===== src/rtl/cfg_pkg.sv =====
`default_nettype none
// +----------------------------------------------------------------------+
// | cfg_pkg -- shared state type, default table/timing constants, helper |
// | Rev 1.0                                                              |
// +----------------------------------------------------------------------+
package cfg_pkg;

  localparam int MEM_DEPTH      = 512;
  localparam int PREAMBLE_LEN   = 3;
  localparam int SETTLE_CYCLES  = 30_000_000;
  localparam int GAP_CYCLES     = 16;
  localparam int TIMEOUT_CYCLES = 1_000_000;

  typedef enum logic [2:0] {
    IDLE      = 3'd0,
    ISSUE     = 3'd1,
    WAIT_DONE = 3'd2,
    GAP       = 3'd3,
    SETTLE    = 3'd4,
    FINISH    = 3'd5
  } seq_state_t;

  // Width of the shared delay counter: enough to hold the longest delay.
  function automatic int cnt_width(input int a, input int b, input int c);
    int m;
    m = a;
    if (b > m) m = b;
    if (c > m) m = c;
    return $clog2(m + 1);
  endfunction

endpackage
`default_nettype wire


===== src/rtl/cfg_delay_cnt.sv =====
`default_nettype none
// +----------------------------------------------------------------------+
// | cfg_delay_cnt -- loadable down-counter, expires at 1, never wraps    |
// | Rev 1.0                                                              |
// +----------------------------------------------------------------------+
module cfg_delay_cnt
  import cfg_pkg::*;
#(
  parameter int WIDTH = cnt_width(SETTLE_CYCLES, GAP_CYCLES, TIMEOUT_CYCLES)
) (
  input  logic             clk,
  input  logic             rstn,
  input  logic             load,
  input  logic [WIDTH-1:0] load_value,
  output logic [WIDTH-1:0] value,
  output logic             expired
);

  always_ff @(posedge clk) begin
    if (!rstn) begin
      value <= '0;
    end else if (load) begin
      value <= load_value;
    end else if (value > WIDTH'(1)) begin
      value <= value - WIDTH'(1);
    end
  end

  assign expired = (value == WIDTH'(1));

endmodule
`default_nettype wire


===== src/rtl/si5340_cfg_sequencer.sv =====
`default_nettype none
// +----------------------------------------------------------------------+
// | si5340_cfg_sequencer -- walks the Si5340 register table via loader;  |
// | optional stuck-loader timeout with SEQ_TIMEOUT_EN. Rev 1.0           |
// +----------------------------------------------------------------------+
module si5340_cfg_sequencer #(
  parameter int MEM_DEPTH      = cfg_pkg::MEM_DEPTH,
  parameter int PREAMBLE_LEN   = cfg_pkg::PREAMBLE_LEN,
  parameter int SETTLE_CYCLES  = cfg_pkg::SETTLE_CYCLES,
  parameter int GAP_CYCLES     = cfg_pkg::GAP_CYCLES,
  parameter int TIMEOUT_CYCLES = cfg_pkg::TIMEOUT_CYCLES
) (
  input  logic                         clk_i,
  input  logic                         arstn_i,
  input  logic                         start_i,
  input  logic                         mode_i,
  output logic                         load_o,
  output logic                         write_o,
  input  logic                         done_i,
  output logic                         busy_o,
  output logic                         done_o,
  output logic                         err_o,
  output logic [$clog2(MEM_DEPTH)-1:0] entry_o
);
  import cfg_pkg::*;

  localparam int EW    = $clog2(MEM_DEPTH);
  localparam int CNT_W = cnt_width(SETTLE_CYCLES, GAP_CYCLES, TIMEOUT_CYCLES);
  localparam logic [EW-1:0] LAST_ENTRY = EW'(MEM_DEPTH - 1);
  localparam logic [EW-1:0] PRE_LAST   = EW'(PREAMBLE_LEN - 1);

  seq_state_t       state;
  logic             cnt_load;
  logic [CNT_W-1:0] cnt_value;
  logic [CNT_W-1:0] cnt_now;
  logic             cnt_expired;

  // Counter is loaded on the same edge the FSM enters a timed state.
  always_comb begin
    cnt_load  = 1'b0;
    cnt_value = '0;
    case (state)
      ISSUE: begin
`ifdef SEQ_TIMEOUT_EN
        cnt_load  = 1'b1;
        cnt_value = CNT_W'(TIMEOUT_CYCLES);
`endif
      end
      WAIT_DONE: begin
        if (done_i && (entry_o != LAST_ENTRY)) begin
          cnt_load  = 1'b1;
          cnt_value = (write_o && (entry_o == PRE_LAST)) ? CNT_W'(SETTLE_CYCLES)
                                                         : CNT_W'(GAP_CYCLES);
        end
      end
      default: ;
    endcase
  end

  cfg_delay_cnt #(
    .WIDTH (CNT_W)
  ) u_delay (
    .clk        (clk_i),
    .rstn       (arstn_i),
    .load       (cnt_load),
    .load_value (cnt_value),
    .value      (cnt_now),
    .expired    (cnt_expired)
  );

  always_ff @(posedge clk_i) begin
    if (!arstn_i) begin
      state   <= IDLE;
      load_o  <= 1'b0;
      write_o <= 1'b0;
      busy_o  <= 1'b0;
      done_o  <= 1'b0;
      entry_o <= '0;
`ifdef SEQ_TIMEOUT_EN
      err_o   <= 1'b0;
`endif
    end else begin
      load_o <= 1'b0;
      done_o <= 1'b0;
      case (state)
        IDLE: begin
          if (start_i) begin
            write_o <= mode_i;
            entry_o <= '0;
            busy_o  <= 1'b1;
            load_o  <= 1'b1;
            state   <= ISSUE;
`ifdef SEQ_TIMEOUT_EN
            err_o   <= 1'b0;
`endif
          end
        end
        ISSUE: state <= WAIT_DONE;
        WAIT_DONE: begin
          // A completion arriving on the expiry cycle still counts.
          if (done_i) begin
            if (entry_o == LAST_ENTRY) begin
              entry_o <= '0;
              busy_o  <= 1'b0;
              done_o  <= 1'b1;
              state   <= FINISH;
            end else begin
              entry_o <= entry_o + EW'(1);
              state   <= (write_o && (entry_o == PRE_LAST)) ? SETTLE : GAP;
            end
          end
`ifdef SEQ_TIMEOUT_EN
          else if (cnt_expired) begin
            busy_o <= 1'b0;
            err_o  <= 1'b1;
            state  <= IDLE;
          end
`endif
        end
        GAP, SETTLE: begin
          if (cnt_expired) begin
            load_o <= 1'b1;
            state  <= ISSUE;
          end
        end
        FINISH:  state <= IDLE;
        default: state <= IDLE;
      endcase
    end
  end

`ifndef SEQ_TIMEOUT_EN
  assign err_o = 1'b0;
`endif

endmodule
`default_nettype wire


===== config.mk =====
export PLATFORM = sky130hd
export DESIGN_NAME = si5340_cfg_sequencer
export DESIGN_NICKNAME = d
export VERILOG_FILES = /design/src/rtl/cfg_pkg.sv /design/src/rtl/cfg_delay_cnt.sv /design/src/rtl/si5340_cfg_sequencer.sv
export SDC_FILE = /design/constraint.sdc
export NUM_CORES = 1
export LEC_CHECK = 0
export BUFFER_PORTS_ARGS = -buffer_cell sky130_fd_sc_hd__buf_2
export CORE_MARGIN = 4
export CORE_UTILIZATION = 60
export DETAILED_ROUTE_END_ITERATION = 12
export MAX_ROUTING_LAYER = met4
export PLACE_DENSITY_LB_ADDON = 0.08
export SKIP_CTS_REPAIR_TIMING = 1
export SLEW_MARGIN = 5
export SYNTH_ARGS = -nofsm -noshare
export SYNTH_HDL_FRONTEND = slang
export SYNTH_HIERARCHICAL = 1
export SYNTH_SLANG_ARGS = --single-unit

===== constraint.sdc =====
create_clock -name clk_i -period 6.3 [get_ports clk_i]
set_input_delay 0.63 -clock clk_i [delete_from_list [all_inputs] [get_ports clk_i]]
set_output_delay 0.63 -clock clk_i [all_outputs]
set_load 0.02 [all_outputs]

==> results_tabular.tex <==
\begin{tabular}{lr}
\hline
Metric & Value \\
\hline
\multicolumn{2}{l}{\textbf{Setup path}} \\
\quad Worst setup path category & flip-flop to flip-flop \\
\quad Critical Path, Cell by Cell & nor4\_2 -> nand4\_1 -> nor3\_1 -> nand2\_1 -> a211oi\_1 -> a31oi\_1 -> a21boi\_1 \\
\quad Endpoint arrival time on the critical path & about 3.1 ns \\
\quad Dominant delay contributor by cell family on the critical path & simple AND/OR/NAND/NOR gates \\
\quad Stage delay of the slowest cell on the critical path & around 0.72 ns \\
\quad Worst path bufs/invs & 0 \\
\quad Register-to-Register Path Depth & 7 \\
\quad CP Data Required Time & 6.53 ns \\
\quad Crit end category & flip-flop \\
\quad Cell depth of the worst setup path & 7 \\
\quad Highest fanout seen on the critical path & 14 \\
\quad Setup slack of the most critical reg-to-reg path & 3.45 ns \\
\quad Launching point of the worst reg2reg path & u\_delay/value[12]\$\_SDFFE\_PN0P\_ \\
\quad Critical Path Start Type & flip-flop \\
\quad Worst setup startpoint & u\_delay/value[12]\$\_SDFFE\_PN0P\_ \\
\quad Cell type of the slowest stage on the worst timing path & sky130\_fd\_sc\_hd\_\_nor3\_1 \\
\quad Worst setup path end & state[0]\$\_SDFFE\_PN0P\_ \\
\quad Destination of the worst register-to-register timing path & state[0]\$\_SDFFE\_PN0P\_ \\
\multicolumn{2}{l}{\textbf{Floorplan}} \\
\quad Area of the die & 4950 µm² \\
\quad Horizontal die dimension & 70.3 µm \\
\quad Top-Level Pins & 19 \\
\quad Starting utilization of the core area & approximately 63\% \\
\quad Die H & 70.3 µm \\
\quad Placeable core area & 3720 µm² \\
\quad Cell row count & 22 \\
\multicolumn{2}{l}{\textbf{Finish}} \\
\quad Proportion of layout cells with a drive suffix above 1 & between 10\% and 20\% \\
\quad Layout area overhead & 9.50\% \\
\quad Layout net count & 315 \\
\quad Antenna diode instance count & 0 \\
\quad Number of filler instances in the final layout & 333 \\
\quad Non-Filler Instances & 354 \\
\multicolumn{2}{l}{\textbf{Yosys}} \\
\quad Dominant register cell in the synthesized netlist & sky130\_fd\_sc\_hd\_\_dfxtp\_1 \\
\quad Mapped Avg Cell Area & roughly 8.4 µm² \\
\quad Count of flip-flops with a built-in enable after synthesis & 0 \\
\quad Number of register bits inferred by synthesis & 41 \\
\quad Share of the yosys chip area belonging to registers & 35.2\% \\
\quad Distinct cell type count of the synthesized netlist & 58 \\
\quad Post-Syn Instances & 277 \\
\quad Cell area after synthesis & 2330 µm² \\
\quad Synth Warn \# & 6 \\
\quad Proportion of synthesized flip-flops having asynchronous set or reset & 0\% \\
\multicolumn{2}{l}{\textbf{Place}} \\
\quad PortBufs & 17 \\
\quad DP Cell Count & 346 \\
\quad Weighted congestion at the end of routability-driven global placement & 0.903 \\
\quad HPWL after detailed placement & 3740 µm \\
\multicolumn{2}{l}{\textbf{Routing}} \\
\quad Wire length per cell & 14.8 µm \\
\quad Per-cell via count in the routed design & $\sim$6 \\
\quad Remaining DRCs & 0 \\
\quad Number of DRC violations after detailed-routing iteration 0 & 214 \\
\quad Number of detailed-route iterations in the first pass & 4 \\
\quad Antenna Violating Nets Remaining & 0 \\
\quad Number of vias after detailed routing & 2,118 \\
\quad Overall routed net length & 5240 µm \\
\multicolumn{2}{l}{\textbf{Outcome}} \\
\quad Run status & finished clean \\
\multicolumn{2}{l}{\textbf{STA}} \\
\quad Highest clock rate & 0.351 GHz \\
\quad Max-slew violation total from the final report & 0 \\
\quad Count of endpoints failing setup in the final report & 0 \\
\quad TNS Setup & 0 ns \\
\quad Slew at the pin closest to its max-slew limit & approximately 1.1 ns \\
\quad Fin crit period & 2.85 ns \\
\quad Hold Slack & between 0.4 and 0.5 ns \\
\quad Max-slew headroom & 24.6\% \\
\quad Worst setup skew after layout & 0.00944 ns \\
\quad Final period util & between 40\% and 50\% \\
\quad Final hold violation count & 0 \\
\quad Unrepaired setup endpoints after global routing & no \\
\multicolumn{2}{l}{\textbf{Clock network}} \\
\quad Clock Pin Slew Worst Setup and Hold Paths & 0.08 ns \\
\quad TritonCTS buffer count & 5 \\
\quad Deepest level of the CTS H-tree & 2 \\
\quad Buffer cell driving the clock tree root & sky130\_fd\_sc\_hd\_\_clkbuf\_8 \\
\quad Max Root-Sink Buffers & 2 \\
\quad Worst skew pair latency & 0.29 ns \\
\quad CTS sink count & 41 \\
\quad TritonCTS clock tree & yes \\
\multicolumn{2}{l}{\textbf{Global routing}} \\
\quad Antenna violations before repair & 0 \\
\quad GRT Util Overall & a little under a quarter \\
\quad Maximum number of pins on one net before global-route repair & 19 \\
\quad Vias in the first global route & 1,841 \\
\quad Grt total ovfl & 0 \\
\quad Global-route wire length before repair & 9000 µm \\
\multicolumn{2}{l}{\textbf{Run}} \\
\quad Max-cap violation count & 0 \\
\multicolumn{2}{l}{\textbf{Hold path}} \\
\quad Critical hold path startpoint & u\_delay/value[23]\$\_SDFFE\_PN0P\_ \\
\quad Path category of the worst min-delay check & flip-flop to flip-flop \\
\multicolumn{2}{l}{\textbf{Pwr}} \\
\quad IR Drop Worst-Case VDD & 329 µV \\
\quad Leakage Power & 0.964 nW \\
\quad Power Dens Cells & 486 nW/µm² \\
\hline
\end{tabular}
-- cell families (layout without fill, tap and decap cells) --
| family | after synthesis | count (layout) | synth area share, % |
|---|---|---|---|
| buffers and inverters | 18 | 33 | 3.97 |
| and+or+nand+nor | 126 | 126 | 30.0 |
| other | 1 | 15 | 0.161 |
| AOI/OAI and AO/OA | 64 | 64 | 19.4 |
| muxes | 4 | 4 | 1.82 |
| DFF | 41 | 41 | 35.2 |
| adders and majority gates | 5 | 5 | 2.68 |
| xor gates and xnor gates | 18 | 18 | 6.76 |
-- layer usage --
layer	up-vias	GRT usage, %	wire [µm]
met4	0	5.11	49
met5	-	-	0
li1	1075	-	-
met3	6	4.60	326
met1	972	34.4	2590
met2	65	31.3	2280
-- per-stage QoR --
step                      power, mW  utilization, %  setup slack, ns  instance area [µm²]
after floorplan               0.926               -             3.72                 2380
after global placement         1.05            66.5             3.65                 2470
after detailed placement       1.06            66.5             3.54                 2470
after CTS                      1.23            68.7             3.51                 2550
after global routing           1.35            68.7             3.15                 2550
final                          1.24            68.7             3.45                 2550
-- cell usage in the layout, fill, tap and decap left out, drive strengths merged, types with 3 or more instances in the layout --
cell type and count:
dfxtp 41, nand2 31, nor2 22, o21ai 19
buf 18, conb 15, nor3 12, nand4 11
nor4 10, xor2 9, xnor2 9, nand3 8
inv 7, nor2b 7, o31ai 7, a22oi 7
a21boi 7, clkbuf 6, ha 5, a21oi 4
nor3b 4, nand2b 3, or3 3, or4 3
-- layout make-up --
class / instances / area, µm² / share of cell area (%)
multi-input cells: 232 / 1470 / 57.6
flip-flops and latches: 41 / 821 / 32.2
repair buffers: 18 / 92.6 / 3.63
clock buffers: 6 / 72.6 / 2.84
well taps: 48 / 60.1 / 2.35
inverters: 7 / 26.3 / 1.03
clock inverters: 2 / 10.0 / 0.392
-- cell usage after synthesis, drive strengths merged (3+ instances only) --
library cell  instances  share of area [%]
a21boi                7                2.3
a21oi                 4               0.86
a22oi                 7                2.3
buf                   6                2.0
clkbuf                5               0.81
dfxtp                41                 35
ha                    5                2.7
inv                   7                1.1
nand2                31                5.0
nand2b                3               0.81
nand3                 8                1.7
nand4                11                3.0
nor2                 22                3.8
nor2b                 7                1.9
nor3                 12                3.0
nor3b                 4                1.5
nor4                 10                3.2
o21ai                19                4.2
o31ai                 7                2.3
or3                   3               0.81
or4                   3                1.1
xnor2                 9                3.4
xor2                  9                3.4
-- worst min-delay path by stage --
stage / endpoint / slack (ns) / depth (start not counted)
6_report: u_delay/value[23]$_SDFFE_PN0P_ / 0.50 / 2
5_1_grt: u_delay/value[17]$_SDFFE_PN0P_ / 0.52 / 2
4_1_cts: u_delay/value[23]$_SDFFE_PN0P_ / 0.50 / 2
3_5_place_dp: u_delay/value[23]$_SDFFE_PN0P_ / 0.49 / 2
3_3_place_gp: u_delay/value[23]$_SDFFE_PN0P_ / 0.48 / 2
2_1_floorplan: u_delay/value[23]$_SDFFE_PN0P_ / 0.46 / 2
-- tightest hold or removal path, delay by kind of cell, from the launching register on --
kind | cells | cell delay, ns
flip-flops | 1 | 0.32
AO/OA/AOI/OAI | 2 | 0.12
-- registers in the layout, summed over array words and instances, names as in the netlist --
name	flops
busy_o	1
done_o	1
entry_o	9
load_o	1
state	3
u_delay/value	25
write_o	1
-- power by group --
part | switching [mW] | internal (mW) | total (mW)
combinational | 0.402 | 0.241 | 0.643
clock | 0.0885 | 0.0768 | 0.165
sequential | 0.0974 | 0.335 | 0.432
total | 0.588 | 0.652 | 1.24
Power figures use the tool's default switching activity.
